`src/rtl/logic_analyzer.sv`:
```
// rtl/logic_analyzer.sv - 3-channel edge-triggered logic analyzer with UART dump
//
// Arms with a reference taken from the synchronized probes. Any change from that
// reference triggers a capture of DEPTH samples spaced SAMPLE_DIV clocks apart.
// Each sample is then sent as one 8N1 UART byte {5'b0, sample}, LSB first.
// Define LA_HEADER_EN to prefix each dump with a 0xA5 header frame.
//
// Ports:
//   inclk0_10MHz      system clock, all logic on the rising edge
//   rst               synchronous active-high reset
//   dataIn[2:0]       asynchronous probe inputs
//   TxD               UART serial output, idle high
//   pll_output_debug  clock/2 square wave
//   clk_div16_debug   clock/16 square wave
//   dataOut_debug     byte currently held in the UART shifter
//   state_debug       FSM state code, zero-extended to 5 bits
module logic_analyzer #(
    parameter int DEPTH        = 16,
    parameter int SAMPLE_DIV   = 16,
    parameter int CLKS_PER_BIT = 16
) (
    input  logic       inclk0_10MHz,
    input  logic       rst,
    input  logic [2:0] dataIn,
    output logic       TxD,
    output logic       pll_output_debug,
    output logic       clk_div16_debug,
    output logic [7:0] dataOut_debug,
    output logic [4:0] state_debug
);

`ifdef LA_HEADER_EN
    localparam int NFRAMES = DEPTH + 1;
    localparam int HDR     = 1;
`else
    localparam int NFRAMES = DEPTH;
    localparam int HDR     = 0;
`endif

    localparam int IW = $clog2(DEPTH);
    localparam int DW = $clog2(SAMPLE_DIV + 1);
    localparam int BW = $clog2(CLKS_PER_BIT + 1);
    localparam int FW = $clog2(NFRAMES + 1);

    typedef enum logic [2:0] {
        IDLE     = 3'd0,
        ARMED    = 3'd1,
        CAPTURE  = 3'd2,
        TX_LOAD  = 3'd3,
        TX_START = 3'd4,
        TX_DATA  = 3'd5,
        TX_STOP  = 3'd6,
        DONE     = 3'd7
    } state_t;

    state_t state, state_nx;

    logic [2:0]    sync1, sync2, ref_val;
    logic [2:0]    sample_buf [DEPTH];
    logic [IW-1:0] wr_idx;
    logic [IW-1:0] rd_idx;
    logic [DW-1:0] div_cnt;
    logic [BW-1:0] bit_cnt;
    logic [2:0]    bit_idx;
    logic [FW-1:0] tx_idx;
    logic [7:0]    tx_byte;
    logic [7:0]    load_byte;
    logic [2:0]    dbg_cnt;

    logic trig, cap_tick, last_sample, bit_end, last_frame;

    assign trig        = (sync2 != ref_val);
    assign cap_tick    = (div_cnt == DW'(SAMPLE_DIV - 1));
    assign last_sample = (wr_idx == IW'(DEPTH - 1));
    assign bit_end     = (bit_cnt == BW'(CLKS_PER_BIT - 1));
    assign last_frame  = (tx_idx == FW'(NFRAMES - 1));

    // Frame number maps to sample number by skipping the optional header slot.
    assign rd_idx = IW'(tx_idx - FW'(HDR));

`ifdef LA_HEADER_EN
    assign load_byte = (tx_idx == '0) ? 8'hA5 : {5'b00000, sample_buf[rd_idx]};
`else
    assign load_byte = {5'b00000, sample_buf[rd_idx]};
`endif

    assign dataOut_debug = tx_byte;
    assign state_debug   = {2'b00, state};

    always_ff @(posedge inclk0_10MHz) begin
        if (rst) state <= IDLE;
        else     state <= state_nx;
    end

    always_comb begin
        state_nx = state;
        case (state)
            IDLE:     state_nx = ARMED;
            ARMED:    if (trig) state_nx = CAPTURE;
            CAPTURE:  if (cap_tick && last_sample) state_nx = TX_LOAD;
            TX_LOAD:  state_nx = TX_START;
            TX_START: if (bit_end) state_nx = TX_DATA;
            TX_DATA:  if (bit_end && bit_idx == 3'd7) state_nx = TX_STOP;
            TX_STOP:  if (bit_end) state_nx = last_frame ? DONE : TX_LOAD;
            DONE:     state_nx = IDLE;
            default:  state_nx = IDLE;
        endcase
    end

    always_comb begin
        TxD = 1'b1;
        if (state == TX_START)     TxD = 1'b0;
        else if (state == TX_DATA) TxD = tx_byte[bit_idx];
    end

    // Sample storage is not reset; contents are only meaningful after a trigger.
    always_ff @(posedge inclk0_10MHz) begin
        if (!rst) begin
            if (state == ARMED && trig)          sample_buf[0]      <= sync2;
            else if (state == CAPTURE && cap_tick) sample_buf[wr_idx] <= sync2;
        end
    end

    always_ff @(posedge inclk0_10MHz) begin
        if (rst) begin
            sync1            <= '0;
            sync2            <= '0;
            ref_val          <= '0;
            wr_idx           <= '0;
            div_cnt          <= '0;
            bit_cnt          <= '0;
            bit_idx          <= '0;
            tx_idx           <= '0;
            tx_byte          <= '0;
            dbg_cnt          <= '0;
            pll_output_debug <= 1'b0;
            clk_div16_debug  <= 1'b0;
        end else begin
            sync1 <= dataIn;
            sync2 <= sync1;

            pll_output_debug <= ~pll_output_debug;
            dbg_cnt          <= dbg_cnt + 3'd1;
            if (dbg_cnt == 3'd7) clk_div16_debug <= ~clk_div16_debug;

            case (state)
                IDLE: begin
                    ref_val <= sync2;
                    tx_idx  <= '0;
                end
                ARMED: begin
                    if (trig) begin
                        wr_idx  <= IW'(1);
                        div_cnt <= '0;
                    end
                end
                CAPTURE: begin
                    if (cap_tick) begin
                        div_cnt <= '0;
                        wr_idx  <= wr_idx + IW'(1);
                    end else begin
                        div_cnt <= div_cnt + DW'(1);
                    end
                end
                TX_LOAD: begin
                    tx_byte <= load_byte;
                    bit_cnt <= '0;
                end
                TX_START: begin
                    bit_idx <= '0;
                    bit_cnt <= bit_end ? '0 : bit_cnt + BW'(1);
                end
                TX_DATA: begin
                    if (bit_end) begin
                        bit_cnt <= '0;
                        bit_idx <= bit_idx + 3'd1;
                    end else begin
                        bit_cnt <= bit_cnt + BW'(1);
                    end
                end
                TX_STOP: begin
                    if (bit_end) begin
                        bit_cnt <= '0;
                        if (!last_frame) tx_idx <= tx_idx + FW'(1);
                    end else begin
                        bit_cnt <= bit_cnt + BW'(1);
                    end
                end
                default: ;
            endcase
        end
    end

endmodule

```
`config.mk`:
```
export PLATFORM = sky130hd
export DESIGN_NAME = logic_analyzer
export DESIGN_NICKNAME = d
export VERILOG_FILES = /design/src/rtl/logic_analyzer.sv
export SDC_FILE = /design/constraint.sdc
export NUM_CORES = 1
export LEC_CHECK = 0
export CAP_MARGIN = 10
export CORE_UTILIZATION = 64
export CTS_CLUSTER_DIAMETER = 60
export DETAILED_ROUTE_END_ITERATION = 6
export PLACE_DENSITY = 0.84
export SLEW_MARGIN = 0
export SYNTH_ARGS = -nofsm -noshare
export SYNTH_HDL_FRONTEND = slang
export SYNTH_SLANG_ARGS = --single-unit
```
`constraint.sdc`:
```
create_clock -name inclk0_10MHz -period 2.66 [get_ports inclk0_10MHz]
set_input_delay 0.399 -clock inclk0_10MHz [delete_from_list [all_inputs] [get_ports inclk0_10MHz]]
set_output_delay 0.399 -clock inclk0_10MHz [all_outputs]
set_load 0.05 [all_outputs]
```
==> impl_metrics.py <==
metrics = {
    "grt": {
        "grt_start_max_net_pins": 42,
        "grt_overflow": 0,
        "antenna_found_initial": 0,
        "grt.total_usage_pct": 24.5,
        "grt_pass1_vias": 2522,
        "grt_pass1_wl_um": 11900,
    },
    "place": {
        "numPortBuffers": 13,
        "gp_congestion": 0.815,
        "dp_hpwl_um": 4990,
    },
    "critical_path": {
        "r2r-end": "sample_buf[0][0]",
        "crit_required_ns": 2.26,
        "worstReg2RegStart": "state[1]",
        "r2r_setup_slack_ns": 0.48,
        "arrival_ns": 2.01,
        "ff2ff_path_depth": 4,
        "crit_path_end_kind": "primary output",
        "cp_max_fo": 5,
        "start_kind": "register",
        "crit_type": "register to primary output",
    },
    "min_path": {
        "hold_path.class": "register to register",
        "worstHoldStart": "pll_output_debug",
        "hold_end": "pll_output_debug",
        "min_path_cells": 1,
    },
    "die": {
        "core_mm2": 0.00606,
        "initial_core_util_pct": 67.7,
        "ios": 21,
        "std_cell_rows": 28,
        "dieArea_mm2": 0.00674,
        "dieHeight_um": 82.1,
        "fp.dieW_um": 82.1,
    },
    "finish": {
        "area.growth.synth_to_final_pct": 8.32,
        "diodes": 0,
        "nFillCells": 430,
        "nNetsFinal": 357,
        "layout-drive-gt1-share_pct": 10.9,
    },
    "route": {
        "drt-pass1-iter-count": 4,
        "drc": 0,
        "dr_total_vias": 2588,
        "routed_wl_um": 7300,
        "vias_per_cell": 6.12,
        "drtIter0Drc": 157,
        "wl_per_cell_um": 17.3,
        "ant_nets": 0,
    },
    "run_status": {
        "status": "finished clean",
    },
    "synthesis": {
        "synthArstFlopShare_pct": 0,
        "synth_area_leader_cell": "edfxtp_1",
        "ys_seq_area_share_pct": 55.6,
        "synth-edff-count": 48,
        "netlist_area_mm2": 0.00411,
        "yosysTopAreaCellShare_pct": 35.1,
        "synthTopCellsByArea": "edfxtp_1 35%, dfxtp_1 20%, mux4_1 3.8%",
        "postSynthCellCount": 331,
        "ys.flop_type": "edfxtp_1",
        "yosys-top-cells-count": "48 x edfxtp_1, 42 x dfxtp_1, 37 x nor2_1",
        "ys_types": 58,
        "yosysWarnings": 0,
        "yosysMostFrequentCell": "edfxtp_1",
        "synth_area_per_cell_um2": 12.4,
        "ys_ff_latch": 90,
    },
    "power_and_ir_drop": {
        "power_leakage_nw": 1.49,
        "power_density_mw_per_mm2": 687,
        "peakVddDrop_mv": 0.662,
    },
    "clock_network": {
        "cts_tree": "yes",
        "hold_buffers": 0,
        "cts_max_level": 3,
        "cts_setup_buffers": 0,
        "cts_resized": 0,
        "numCtsBuffers": 9,
        "cts-root-buf": "clkbuf_8",
        "worstSkewPairLatency_ns": 0.35,
        "clkTransAtPathRegs_ns": 0.09,
        "clk_path_buf_depth": 2,
        "cts.sinks": 90,
    },
    "sta": {
        "fin_skew_ns": 0.0120,
        "rsz0062_at_grt": "false",
        "worst_pin_slew_ns": 0.649,
        "setup_violations": 0,
        "relSlewSlack_pct": 56.7,
        "tns_ns": 0,
        "period_minus_slack_ns": 2.40,
        "fmax_mhz": 416,
        "finalMaxSlewViolations": 0,
        "whs_ns": 0.416,
        "hold_viol": 0,
        "period_share_pct": 90.4,
    },
    "run": {
        "cap_viol_max_count": 0,
    },
}
[sequential cells by signal, indices dropped and copies added, names as in the netlist, 4 cells and up]
register,cells
bit_cnt,5
div_cnt,5
tx_idx,5
wr_idx,4
sample_buf,48
[power breakdown]
| part | leakage, nW | switching, mW | internal [mW] |
|---|---|---|---|
| combinational | 0.602 | 0.302 | 0.192 |
| sequential | 0.785 | 0.0713 | 1.50 |
| clock | 0.105 | 0.462 | 0.524 |
[how the worst max path moves through the flow]
stage                            end  startpoint  depth (start not counted)  slack (ns)
finish                           TxD  bit_idx[1]                          5        0.26
global route                     TxD    state[1]                          3        0.11
CTS                              TxD  bit_idx[1]                          5        0.23
detailed placement  sample_buf[5][1]         rst                          3        0.48
global placement    sample_buf[5][0]         rst                          3        0.55
floorplan           sample_buf[1][0]    state[1]                          4        0.59
[layout by cell type (no fill, tap or decap), types with 3 or more instances in the layout]
master           count
xnor2_1              6
nand3b_1             4
edfxtp_1            48
a32oi_1              3
and4b_1              3
buf_4                7
dfxtp_1             42
mux2i_1             14
mux4_1               6
clkdlybuf4s50_1     13
clkbuf_8             9
nor2b_1             14
nand4_1              5
nor3_1               9
nand2b_1             4
conb_1               7
inv_1                6
mux4_2               6
a21oi_1             12
o21ai_0              8
a211oi_1             3
nand3_1              6
ha_1                 9
nor2_1              37
nand2_1             15
and3_1               7
[per-stage QoR]
step | util (%) | worst slack [ns] | instances | area, um2 | power, mW
final | 73.4 | 0.255 | 423 | 4450 | 3.05
after global routing | 73.4 | 0.114 | 423 | 4450 | 3.17
after CTS | 73.4 | 0.232 | 423 | 4450 | 3.07
after detailed placement | 69.9 | 0.482 | 407 | 4240 | 2.10
after global placement | 69.9 | 0.548 | 407 | 4240 | 2.08
after floorplan | - | 0.587 | 337 | 4130 | 1.98
[critical path, cell delays in order (launching register included)]
cell and delay, ns:
dfxtp_1 0.42, mux2i_1 0.11, o22ai_1 0.17, nand3b_1 0.10, nand2_1 0.07, clkdlybuf4s50_1 0.79
[layout make-up]
cell class              count  area [um2]  share of cell area (%)
flip-flops and latches     90        2280                    51.3
well taps                  75        93.8                    2.11
clock inverters             6        81.3                    1.83
multi-input cells         216        1660                    37.3
repair buffers             20         183                    4.11
inverters                   6        22.5                   0.506
clock buffers              10         128                    2.87
[metal layers]
layer | global-route usage (%) | vias up | share of wire, %
met4 | 11.1 | 0 | 2.3
met5 | 0 | - | 0
met3 | 6.15 | 17 | 4.8
met2 | 39.2 | 76 | 49
li1 | - | 1234 | -
met1 | 31.6 | 1261 | 44
[cells by family (layout without fill, tap and decap cells)]
family | count (synthesis) | after routing | synth area share [%]
DFF | 90 | 90 | 55.6
adders and majority gates | 9 | 9 | 2.74
xor gates and xnor gates | 8 | 8 | 1.71
and+or+nand+nor | 126 | 126 | 17.5
buffers and inverters | 31 | 42 | 4.60
muxes | 26 | 26 | 10.5
AOI/OAI and AO/OA | 40 | 40 | 7.19
other | 1 | 7 | 0.0913
Power figures use the tool's default switching activity.
